**config.mk**
```make
export PLATFORM = sky130hd
export DESIGN_NAME = adc_capture_scheduler
export DESIGN_NICKNAME = d
export VERILOG_FILES = /design/src/rtl/adc_capture_scheduler.sv
export SDC_FILE = /design/constraint.sdc
export NUM_CORES = 1
export LEC_CHECK = 0
export BUFFER_PORTS_ARGS = -buffer_cell sky130_fd_sc_hd__buf_2
export CORE_ASPECT_RATIO = 0.7
export CORE_MARGIN = 5
export CORE_UTILIZATION = 45
export DETAILED_ROUTE_END_ITERATION = 16
export GPL_TIMING_DRIVEN = 0
export PLACE_DENSITY = 0.75
export SYNTH_ARGS = -nofsm -noshare
export SYNTH_HDL_FRONTEND = slang
export SYNTH_SLANG_ARGS = --single-unit
```
**constraint.sdc**
```tcl
create_clock -name s_clk_i -period 5.5 [get_ports s_clk_i]
set_input_delay 1.1 -clock s_clk_i [delete_from_list [all_inputs] [get_ports s_clk_i]]
set_output_delay 1.1 -clock s_clk_i [all_outputs]
set_load 0.1 [all_outputs]
```
**src/rtl/adc_capture_scheduler.sv**
```systemverilog
// adc_capture_scheduler
// Paces ADC conversions from a programmable divider, picks the channel for
// each conversion (single channel or alternating ch0/ch1), watches the
// trigger channel for a level crossing and then streams a fixed number of
// samples into the capture memory write port.
//
// Ports:
//   s_clk_i, rst_i          clock, synchronous active-high reset
//   divider_i               sample period minus one (clocks)
//   dual_ch_i, trig_ch_i    channel mode / trigger channel (latched on arm)
//   trig_level_i            trigger threshold (unsigned)
//   trig_rising_i           1 = rising crossing, 0 = falling crossing
//   depth_i                 samples to capture, 0 = 2^ADDR_W (latched on arm)
//   arm_i, force_i          start acquisition / force trigger while armed
//   start_sample_o          one-cycle conversion request to adc_driver
//   channel_num_o           channel of the current conversion
//   data_ready_i, data_i    conversion result from adc_driver
//   wr_en_o, wr_addr_o,
//   wr_data_o               capture memory write port, data = {channel, sample}
//   armed_o, triggered_o,
//   done_o                  state flags
//   overrun_o               sticky: a sample tick was dropped while busy
module adc_capture_scheduler #(
  parameter int DIV_W  = 16,
  parameter int ADDR_W = 10,
  parameter int DATA_W = 10
) (
  input  logic              s_clk_i,
  input  logic              rst_i,
  input  logic [DIV_W-1:0]  divider_i,
  input  logic              dual_ch_i,
  input  logic              trig_ch_i,
  input  logic [DATA_W-1:0] trig_level_i,
  input  logic              trig_rising_i,
  input  logic [ADDR_W-1:0] depth_i,
  input  logic              arm_i,
  input  logic              force_i,
  output logic              start_sample_o,
  output logic              channel_num_o,
  input  logic              data_ready_i,
  input  logic [DATA_W-1:0] data_i,
  output logic              wr_en_o,
  output logic [ADDR_W-1:0] wr_addr_o,
  output logic [DATA_W:0]   wr_data_o,
  output logic              armed_o,
  output logic              triggered_o,
  output logic              done_o,
  output logic              overrun_o
);

  typedef enum logic [1:0] {
    ST_IDLE    = 2'd0,
    ST_ARMED   = 2'd1,
    ST_CAPTURE = 2'd2,
    ST_DONE    = 2'd3
  } state_t;

  localparam logic [DIV_W-1:0]  DIV_ONE  = DIV_W'(1);
  localparam logic [ADDR_W-1:0] ADDR_ONE = ADDR_W'(1);

  state_t              state_r, state_next_s;
  logic [DIV_W-1:0]    cnt_r, cnt_next_s;
  logic                busy_r, busy_next_s;
  logic                ch_r, ch_next_s;
  logic                dual_r, dual_next_s;
  logic                trig_ch_r, trig_ch_next_s;
  logic [ADDR_W-1:0]   depth_r, depth_next_s;
  logic [ADDR_W-1:0]   addr_r, addr_next_s;
  logic [DATA_W-1:0]   prev_r, prev_next_s;
  logic                prev_valid_r, prev_valid_next_s;
  logic                overrun_r, overrun_next_s;
  logic                start_r, start_next_s;
  logic                wr_en_r, wr_en_next_s;
  logic [ADDR_W-1:0]   wr_addr_r, wr_addr_next_s;
  logic [DATA_W:0]     wr_data_r, wr_data_next_s;
  logic                armed_r, triggered_r, done_r;

  logic run_s, run_next_s, tick_s, result_s;
  logic rise_hit_s, fall_hit_s, trig_hit_s, last_s;

  assign run_s      = (state_r == ST_ARMED) || (state_r == ST_CAPTURE);
  assign tick_s     = run_s && (cnt_r == divider_i);
  // A result only counts when a conversion is actually outstanding.
  assign result_s   = data_ready_i && busy_r;
  assign rise_hit_s = (prev_r < trig_level_i) && (trig_level_i <= data_i);
  assign fall_hit_s = (prev_r >= trig_level_i) && (trig_level_i > data_i);
  assign trig_hit_s = prev_valid_r && (ch_r == trig_ch_r) &&
                      (trig_rising_i ? rise_hit_s : fall_hit_s);
  // depth 0 makes depth-1 all ones, i.e. a full 2^ADDR_W capture.
  assign last_s     = (addr_r == (depth_r - ADDR_ONE));

  // Next-state and next-value logic for the FSM and its datapath
  always_comb begin
    state_next_s      = state_r;
    cnt_next_s        = cnt_r;
    busy_next_s       = busy_r;
    ch_next_s         = ch_r;
    dual_next_s       = dual_r;
    trig_ch_next_s    = trig_ch_r;
    depth_next_s      = depth_r;
    addr_next_s       = addr_r;
    prev_next_s       = prev_r;
    prev_valid_next_s = prev_valid_r;
    overrun_next_s    = overrun_r;
    wr_en_next_s      = 1'b0;
    wr_addr_next_s    = wr_addr_r;
    wr_data_next_s    = wr_data_r;

    if (arm_i) begin
      state_next_s      = ST_ARMED;
      cnt_next_s        = '0;
      busy_next_s       = 1'b0;
      overrun_next_s    = 1'b0;
      addr_next_s       = '0;
      wr_addr_next_s    = '0;
      prev_valid_next_s = 1'b0;
      dual_next_s       = dual_ch_i;
      trig_ch_next_s    = trig_ch_i;
      depth_next_s      = depth_i;
      ch_next_s         = dual_ch_i ? 1'b0 : trig_ch_i;
    end else begin
      if (!run_s) begin
        cnt_next_s = cnt_r;
      end else if (tick_s) begin
        cnt_next_s = '0;
      end else begin
        cnt_next_s = cnt_r + DIV_ONE;
      end

      if (tick_s && busy_r) begin
        overrun_next_s = 1'b1;
      end else begin
        overrun_next_s = overrun_r;
      end

      // start_r marks the cycle the request leaves, so busy follows it.
      if (start_r) begin
        busy_next_s = 1'b1;
      end else if (result_s) begin
        busy_next_s = 1'b0;
      end else begin
        busy_next_s = busy_r;
      end

      if (result_s && dual_r) begin
        ch_next_s = ~ch_r;
      end else begin
        ch_next_s = ch_r;
      end

      case (state_r)
        ST_IDLE: begin
          state_next_s = ST_IDLE;
        end
        ST_ARMED: begin
          if (result_s && trig_hit_s) begin
            wr_en_next_s   = 1'b1;
            wr_addr_next_s = addr_r;
            wr_data_next_s = {ch_r, data_i};
            addr_next_s    = addr_r + ADDR_ONE;
            state_next_s   = last_s ? ST_DONE : ST_CAPTURE;
          end else if (force_i) begin
            state_next_s = ST_CAPTURE;
          end else if (result_s && (ch_r == trig_ch_r)) begin
            prev_next_s       = data_i;
            prev_valid_next_s = 1'b1;
          end else begin
            state_next_s = ST_ARMED;
          end
        end
        ST_CAPTURE: begin
          if (result_s) begin
            wr_en_next_s   = 1'b1;
            wr_addr_next_s = addr_r;
            wr_data_next_s = {ch_r, data_i};
            addr_next_s    = addr_r + ADDR_ONE;
            state_next_s   = last_s ? ST_DONE : ST_CAPTURE;
          end else begin
            state_next_s = ST_CAPTURE;
          end
        end
        ST_DONE: begin
          state_next_s = ST_DONE;
        end
        default: begin
          state_next_s = ST_IDLE;
        end
      endcase
    end

    // The start request is registered, so it is decided one cycle ahead
    // from the values the counter, busy flag and state are about to take.
    run_next_s   = (state_next_s == ST_ARMED) || (state_next_s == ST_CAPTURE);
    start_next_s = run_next_s && (cnt_next_s == divider_i) && !busy_next_s;
  end

  // FSM state register
  always_ff @(posedge s_clk_i) begin
    if (rst_i) begin
      state_r <= ST_IDLE;
    end else begin
      state_r <= state_next_s;
    end
  end

  // Datapath, pacing, capture-port and flag registers
  always_ff @(posedge s_clk_i) begin
    if (rst_i) begin
      cnt_r        <= '0;
      busy_r       <= 1'b0;
      ch_r         <= 1'b0;
      dual_r       <= 1'b0;
      trig_ch_r    <= 1'b0;
      depth_r      <= '0;
      addr_r       <= '0;
      prev_r       <= '0;
      prev_valid_r <= 1'b0;
      overrun_r    <= 1'b0;
      start_r      <= 1'b0;
      wr_en_r      <= 1'b0;
      wr_addr_r    <= '0;
      wr_data_r    <= '0;
      armed_r      <= 1'b0;
      triggered_r  <= 1'b0;
      done_r       <= 1'b0;
    end else begin
      cnt_r        <= cnt_next_s;
      busy_r       <= busy_next_s;
      ch_r         <= ch_next_s;
      dual_r       <= dual_next_s;
      trig_ch_r    <= trig_ch_next_s;
      depth_r      <= depth_next_s;
      addr_r       <= addr_next_s;
      prev_r       <= prev_next_s;
      prev_valid_r <= prev_valid_next_s;
      overrun_r    <= overrun_next_s;
      start_r      <= start_next_s;
      wr_en_r      <= wr_en_next_s;
      wr_addr_r    <= wr_addr_next_s;
      wr_data_r    <= wr_data_next_s;
      armed_r      <= (state_next_s == ST_ARMED);
      triggered_r  <= (state_next_s == ST_CAPTURE);
      done_r       <= (state_next_s == ST_DONE);
    end
  end

  assign start_sample_o = start_r;
  assign channel_num_o  = ch_r;
  assign wr_en_o        = wr_en_r;
  assign wr_addr_o      = wr_addr_r;
  assign wr_data_o      = wr_data_r;
  assign armed_o        = armed_r;
  assign triggered_o    = triggered_r;
  assign done_o         = done_r;
  assign overrun_o      = overrun_r;

endmodule

```
==> results of run 1 <==
-- worst max-delay path: stages --
cell	delay, ps
sky130_fd_sc_hd__buf_2	90
sky130_fd_sc_hd__inv_1	40
sky130_fd_sc_hd__ha_1	310
sky130_fd_sc_hd__a21o_1	190
sky130_fd_sc_hd__a21o_1	190
sky130_fd_sc_hd__a2111oi_0	580
sky130_fd_sc_hd__and2_1	300
sky130_fd_sc_hd__o221ai_1	200
sky130_fd_sc_hd__o21a_1	260
sky130_fd_sc_hd__a22o_1	190
sky130_fd_sc_hd__ha_1	290
sky130_fd_sc_hd__nor2_1	150
sky130_fd_sc_hd__o221ai_1	130
sky130_fd_sc_hd__a211oi_1	280
sky130_fd_sc_hd__and4_1	220
sky130_fd_sc_hd__nand4_1	90
sky130_fd_sc_hd__nor4b_1	330
-- per-layer routing --
layer	up-vias	GRT usage, %	share of wire (%)
li1	2363	-	-
met1	2288	28.47	46
met2	210	31.61	44
met3	22	5.201	8.3
met4	0	6.584	1.5
met5	-	0	0
-- sequential cells by signal (all words and copies together) (netlist names), 2 cells and up --
signal	cells
addr_r	10
depth_r	10
state_r	2
prev_r	10
wr_data_o	11
wr_addr_o	10
cnt_r	16
-- cell families after synthesis --
kind of cell / count (synthesis)
AOI/OAI and AO/OA: 140
xor gates and xnor gates: 45
adders and majority gates: 30
buffers and inverters: 64
DFF: 80
muxes: 24
and+or+nand+nor: 221
-- layout make-up --
type | count | area (um2) | share of cell area, %
Buffer | 30 | 125.1 | 2.127
Clock buffer | 12 | 256.5 | 4.360
Clock inverter | 2 | 38.79 | 0.6593
Inverter | 34 | 127.6 | 2.169
Multi-Input combinational cell | 460 | 3137 | 53.32
Sequential cell | 80 | 1602 | 27.22
Tap cell | 153 | 191.4 | 3.254
Timing Repair Buffer | 81 | 405.4 | 6.891
-- per-stage QoR --
step / area, um2 / power [mW] / utilization, %
finish: 5883 / 1.401 / 53.82
global route: 5883 / 1.454 / 53.82
CTS: 5883 / 1.412 / 53.82
detailed placement: 5588 / 0.7998 / 51.12
global placement: 5588 / 0.7930 / 51.12
floorplan: 4991 / 0.7347 / -
-- cells in the mapped netlist, types with 3 or more instances --
master                     count  share of area [%]
sky130_fd_sc_hd__nand2_1      27                2.0
sky130_fd_sc_hd__or3_1         3               0.38
sky130_fd_sc_hd__nor2b_1       9                1.1
sky130_fd_sc_hd__nand4_1      17                2.1
sky130_fd_sc_hd__nor3_1       11                1.1
sky130_fd_sc_hd__a21o_1        8                1.2
sky130_fd_sc_hd__o21a_1        3               0.45
sky130_fd_sc_hd__a31oi_1       3               0.38
sky130_fd_sc_hd__mux2i_1      24                4.8
sky130_fd_sc_hd__o21ai_0      32                3.2
sky130_fd_sc_hd__ha_1         30                7.5
sky130_fd_sc_hd__inv_1        34                2.6
sky130_fd_sc_hd__xnor2_1      31                5.4
sky130_fd_sc_hd__nand2b_1     28                3.5
sky130_fd_sc_hd__o31ai_1       9                1.4
sky130_fd_sc_hd__nor4_1        8                1.0
sky130_fd_sc_hd__a31o_2        3               0.53
sky130_fd_sc_hd__and3_1        3               0.38
sky130_fd_sc_hd__xor2_1       12                2.1
sky130_fd_sc_hd__dfxtp_1      80                 32
sky130_fd_sc_hd__nor2_1       47                3.5
sky130_fd_sc_hd__clkbuf_1     25                1.9
sky130_fd_sc_hd__or4_1         9                1.4
sky130_fd_sc_hd__nand3b_1      6               0.90
sky130_fd_sc_hd__a211oi_1      7                1.1
sky130_fd_sc_hd__and2_1        4               0.50
sky130_fd_sc_hd__nand3_1      35                3.5
sky130_fd_sc_hd__o221ai_1      3               0.53
sky130_fd_sc_hd__a21oi_1      46                4.6
-- where the power goes --
| group | internal, mW | switching, mW |
|---|---|---|
| clock network | 0.373 | 0.238 |
| registers | 0.588 | 0.00864 |
| logic | 0.0729 | 0.120 |
-- path summary, 6_finish.rpt --
kind	start	endpoint	slack, ps	depth (start not counted)
max	trig_level_i[7]	start_sample_o$_SDFF_PP0_	780	17
min	wr_data_o[9]$_SDFFE_PP0P_	wr_data_o[9]$_SDFFE_PP0P_	470	2
max reg2reg	depth_r[2]$_SDFFE_PP0P_	start_sample_o$_SDFF_PP0_	1270	16
min reg2reg	wr_data_o[9]$_SDFFE_PP0P_	wr_data_o[9]$_SDFFE_PP0P_	470	2
==> results.txt, run 1 <==
----------------------------------------------------
[Outcome]
  Run status ... complete, no violations

[Drt]
  Number of remaining DRC errors ... 0
  Total Routed Length ... between 10000 and 15000 um
  Count of routing violations after the opening detailed-route iteration ... between 400 and 500
  Detailed-routing iteration count for the pre-antenna-repair pass ... 5
  ANT nets after route ... 0
  Average via count per standard cell ... 5.731
  Total via count after detailed routing ... 4883
  Wire per inst ... 16.32 um

[Global route]
  Via count of the first global-routing pass ... 4643
  GRT Residual Overflow ... 0
  Antenna violations before repair ... 0
  Pin count of the biggest net entering global routing ... 13
  Wire length of the first global-routing pass ... between 20000 and 25000 um
  All-layer global routing usage ... between 20 and 25%

[Setup path]
  Crit Path Category ... in2reg
  CP required ... ~5700 ps
  Type of element launching the critical path ... primary input
  Crit path capture type ... flop
  Crit path max fanout ... 4
  Critical path arrival ... approximately 5000 ps

[CTS]
  Root buffer cell ... sky130_fd_sc_hd__clkbuf_16
  Post-CTS Resized ... 0
  Clock tree from TritonCTS ... built
  Register clock-pin slew on the reported worst setup and hold paths ... 60 ps
  H-tree levels ... 3
  Number of buffers between clock root and the deepest sink ... 2
  Total CTS buffers ... 9
  Hold-fix buffers at CTS ... 0
  Post-CTS repair timing setup buffer count ... 0
  Clk_lat worst skew ... roughly 340 ps
  Clock net sink count ... 80

[Logic synthesis]
  Number of enable-type register cells in the synthesized netlist ... 0
  Synthesized netlist net count ... 688
  Synth Area in Simple Gates ... 23.97%
  Area of the mapped netlist ... ~0.0050 mm2
  Main combinational cell family by area after synthesis ... simple AND/OR/NAND/NOR gates
  Xor/xnor cell area share of the yosys netlist ... under 10%
  Dominant register cell in the synthesized netlist ... sky130_fd_sc_hd__dfxtp_1
  Post-synthesis share of cell area spent on full adders, half adders and majority gates ... ~7.5%
  Share of synthesized area occupied by flip-flops and latches ... roughly a third
  Post-synthesis cell count ... slightly above 600
  Synthesis Warnings ... 0
  Register bit total from synthesis ... 80
  Portion of netlist area occupied by mux cells ... ~4.8%
  Average size of a mapped cell ... between 8 and 9 um2
  Distinct cells, synth ... 63
  Synth async-reset ratio ... 0%
  Compound-Gate Fraction of Synth Area ... a little under a fifth

[Power and ir drop]
  Maximum ir drop on the vdd rail ... approximately 0.13 mV
  P per Cell Area ... around 240 mW/mm2
  Leakage ... roughly 2.3 nW

[Timing]
  Pins Over Slew Limit ... 0
  Worst path setup slack after routing ... about 800 ps
  Achievable clock frequency ... about 210 MHz
  Max transition margin ... approximately 45%
  Max Clock Skew ... just under 7 ps
  Pin slew with the least headroom to its limit ... ~830 ps
  Final Cycle Share ... between 80% and 90%
  Unrepaired setup endpoints after global routing ... false
  Worst hold margin ... between 400 and 500 ps
  Setup violations, final ... 0
  Endpoints failing hold ... 0
  Sum of negative setup slack ... 0 ps
  Final min period ... about 4700 ps

[Layout]
  Number of fillers in the final layout ... 1048
  Layout cell share with drive strength beyond 1 ... roughly 15%
  Number of antenna cells inserted ... 0
  Most frequent standard cell in the layout excluding fill and tap cells ... sky130_fd_sc_hd__buf_2
  Area growth syn-to-layout ... 17.87%
  Most used cells in the layout excluding fill and tap cells ... 82 x sky130_fd_sc_hd__buf_2, 80 x sky130_fd_sc_hd__dfxtp_1, 47 x sky130_fd_sc_hd__nor2_1
  Nets ... 780
  Final non-filler cell total ... 852

[Run]
  Max-cap check violation count ... 0

[Place]
  Routability congestion estimate ... about 0.90
  DPL Wire Length ... ~11000 um
  Minimum setup slack after placement ... approximately 520 ps
  Count of input and output buffers ... a little over 80
  Placed cell count ... around 840

[Min path]
  Path category of the worst min-delay check ... reg2reg

[Floorplan]
  Cell row count ... 32
  Core region area ... 0.01093 mm2
  Die footprint ... ~0.013 mm2
  Horizontal die dimension ... approximately 140 um
  Die Span Y ... between 90 and 100 um
  IO Pins ... between 80 and 90
  Starting density of the core ... a little under half

----------------------------------------------------
No activity file was read; power rests on OpenSTA's default activity.
==> run 2, diff against run 1 <==
--- a/config.mk
+++ b/config.mk
@@ -5,6 +5,7 @@
 export SDC_FILE = /design/constraint.sdc
 export NUM_CORES = 1
 export LEC_CHECK = 0
+export ABC_AREA = 1
 export BUFFER_PORTS_ARGS = -buffer_cell sky130_fd_sc_hd__buf_2
 export CORE_ASPECT_RATIO = 0.7
 export CORE_MARGIN = 5
==> run 2 against run 1 <==
Net effect:
- first-iteration DRC count rose by 11%
- critical path depth increased by 8
- fmax grew 32%
- die area is 0.36% higher
- setup slack gained 1100 ps
- clock skew rose by 1.3 ps
- global-route usage down 0.096 points
- clock-buffer cell count decreased by 3
==> results.txt, run 2 <==
----------------------------------------------------
[Layout]
  Most used cells in the layout excluding fill and tap cells ... 178 x sky130_fd_sc_hd__nand2_1, 104 x sky130_fd_sc_hd__inv_1, 84 x sky130_fd_sc_hd__buf_2
  Fin util ... roughly 54%
  Most frequent standard cell in the layout excluding fill and tap cells ... sky130_fd_sc_hd__nand2_1
  Nets ... approximately 920
  Layout cell share with drive strength beyond 1 ... between 10% and 20%
  Number of antenna cells inserted ... 0
  Top register by number of flip-flops ... cnt_r
  Largest register FFs ... 16
  Area growth syn-to-layout ... 18.23%

[Floorplan]
  IO Pins ... 82
  Starting density of the core ... between 40% and 50%
  Horizontal die dimension ... roughly 140 um
  Cell row count ... 32
  Die footprint ... between 0.01 and 0.015 mm2
  Core region area ... around 0.011 mm2
  Die Span Y ... roughly 98 um

[Logic synthesis]
  Register bit total from synthesis ... 80
  Portion of netlist area occupied by mux cells ... 0%
  Ranking of synthesized cells by area ... sky130_fd_sc_hd__dfxtp_1 32%, sky130_fd_sc_hd__nand2_1 13%, sky130_fd_sc_hd__inv_1 7.8%
  Synthesis Warnings ... 0
  Area share of the largest cell type after synthesis ... about a third
  Number of enable-type register cells in the synthesized netlist ... 0
  Synth async-reset ratio ... 0%
  Share of synthesized area occupied by flip-flops and latches ... between 30% and 40%
  Cell type with the largest total area after synthesis ... sky130_fd_sc_hd__dfxtp_1
  Average size of a mapped cell ... 6.699 um2
  Post-synthesis share of cell area spent on full adders, half adders and majority gates ... roughly 7.5%
  Synthesized netlist net count ... 832
  Dominant register cell in the synthesized netlist ... sky130_fd_sc_hd__dfxtp_1
  Xor/xnor cell area share of the yosys netlist ... under 10%
  Compound-Gate Fraction of Synth Area ... 11.21%
  Post-synthesis cell count ... 748
  Most frequently used cell type in the post-synthesis netlist ... sky130_fd_sc_hd__nand2_1
  Synth top cells by count ... 178 x sky130_fd_sc_hd__nand2_1, 104 x sky130_fd_sc_hd__inv_1, 80 x sky130_fd_sc_hd__dfxtp_1, 80 x sky130_fd_sc_hd__nor2_1, 59 x sky130_fd_sc_hd__a21oi_1
  Area of the mapped netlist ... between 0.005 and 0.006 mm2
  Main combinational cell family by area after synthesis ... simple AND/OR/NAND/NOR gates
  Synth Area in Simple Gates ... approximately a third
  Distinct cells, synth ... 40

[CTS]
  Hold-fix buffers at CTS ... 0
  Post-CTS repair timing setup buffer count ... 0
  Post-CTS Resized ... 0
  Clock tree from TritonCTS ... built
  Clk_lat worst skew ... about 340 ps
  Root buffer cell ... sky130_fd_sc_hd__clkbuf_16
  Number of buffers between clock root and the deepest sink ... 2
  Register clock-pin slew on the reported worst setup and hold paths ... 60 ps
  Clock net sink count ... 80
  Total CTS buffers ... 9
  H-tree levels ... 3

[Timing]
  Sum of negative setup slack ... 0 ps
  Worst hold margin ... roughly 460 ps
  Setup violations, final ... 0
  Max Clock Skew ... a little over 8 ps
  Pins Over Slew Limit ... 0
  Max transition margin ... approximately 60%
  Unrepaired setup endpoints after global routing ... false
  Pin slew with the least headroom to its limit ... around 610 ps
  Endpoints failing hold ... 0
  Final Cycle Share ... roughly two thirds
  Achievable clock frequency ... between 200 and 300 MHz
  Final min period ... around 3600 ps

[Global route]
  Wire length of the first global-routing pass ... ~22000 um
  GRT Residual Overflow ... 0
  Via count of the first global-routing pass ... about 4600
  Pin count of the biggest net entering global routing ... 15
  Antenna violations before repair ... 0
  All-layer global routing usage ... a little over 20%

[Drt]
  Wire per inst ... around 13 um
  Count of routing violations after the opening detailed-route iteration ... 449
  ANT nets after route ... 0
  Average via count per standard cell ... just under 5
  Total Routed Length ... 13310 um
  Detailed-routing iteration count for the pre-antenna-repair pass ... 5
  Number of remaining DRC errors ... 0
  Total via count after detailed routing ... 4919

[Min path]
  Path category of the worst min-delay check ... reg2reg
  Worst hold path stage count ... 2
  Beginning of the worst hold path ... prev_valid_r$_SDFFE_PP0P_

[Place]
  DPL Wire Length ... 10470 um
  Routability congestion estimate ... roughly 0.95
  Count of input and output buffers ... 80

[Outcome]
  Run status ... complete, no violations

[Setup path]
  Critical path arrival ... 3860 ps
  Type of element launching the critical path ... primary input
  Crit path max fanout ... 6
  CP required ... 5770 ps
  Longest individual stage delay on the worst path ... slightly below 300 ps
  Depth of the worst register-to-register path ... 24
  Worst Setup SP ... data_i[9]
  Crit Path Category ... in2reg
  Crit path capture type ... flop
  Slowest cell on crit path ... sky130_fd_sc_hd__ha_1
  Most common cell on crit path ... sky130_fd_sc_hd__nand2_1
  Critical R2R Launch ... depth_r[0]$_SDFFE_PP0P_

[Power and ir drop]
  Leakage ... about 2.8 nW
  Maximum ir drop on the vdd rail ... 0.1441 mV
  P per Cell Area ... 246.8 mW/mm2

[Run]
  Max-cap check violation count ... 0

----------------------------------------------------
-- run 2: changes by cell type in the layout (fill, tap and decap cells not counted), sizes merged, moves of 19 or more --
cell / change
mux2i: -24
nor2: +44
xnor2: -19
nand2b: -28
nand2: +156
inv: +74
-- run 2: power breakdown --
| part | internal, mW | switching, mW | total, mW | leakage [nW] |
|---|---|---|---|---|
| logic | 0.0669 | 0.147 | 0.214 | 2.04 |
| registers | 0.592 | 0.0108 | 0.603 | 0.649 |
| clock network | 0.397 | 0.248 | 0.645 | 0.148 |
| total | 1.06 | 0.406 | 1.46 | 2.84 |
-- run 2: cells by family after synthesis --
family                     Yosys count
buffers and inverters              136
xor gates and xnor gates            31
DFF                                 80
AOI/OAI and AO/OA                  108
and+or+nand+nor                    363
adders and majority gates           30
-- run 2: worst paths after layout --
kind                               endpoint  slack [ps]
hold / removal    prev_valid_r$_SDFFE_PP0P_         460
setup reg to reg  start_sample_o$_SDFF_PP0_        2520
hold reg to reg   prev_valid_r$_SDFFE_PP0P_         460
setup / recovery  start_sample_o$_SDFF_PP0_        1910
-- run 2: worst max-delay path, delay by kind of cell --
family / cells / cell delay, ps
fa+ha+maj: 2 / 580
buf+inv: 5 / 320
compound gates: 2 / 440
simple gates: 16 / 1430
-- run 2: per-stage QoR --
stage | instance area [um2] | total power [mW] | setup slack (ps) | std cells
after floorplan | 5011 | 0.7626 | 2152 | 748
after global placement | 5603 | 0.8255 | 1641 | 981
after detailed placement | 5603 | 0.8283 | 1585 | 981
after CTS | 5924 | 1.476 | 1929 | 997
after global routing | 5924 | 1.525 | 1584 | 997
final | 5924 | 1.462 | 1912 | 997
-- run 2: area by class of cell --
class	instances	area, um2
buffer	25	141.4
timing repair buffer	80	400.4
clock buffer	9	225.2
inverter	111	419.2
sequential	80	1602
clock inverter	7	96.34
multi-input combinational	532	2849
tap	153	191.4
fill	1132	5046
-- run 2: layer usage --
metal  share of wire, %  GRT usage, %  routed length (um)
met2                 42         30.47                5595
met4                1.9         5.887                 258
met1                 50         29.74                6649
met5                  0             0                   0
met3                6.0         4.531                 803
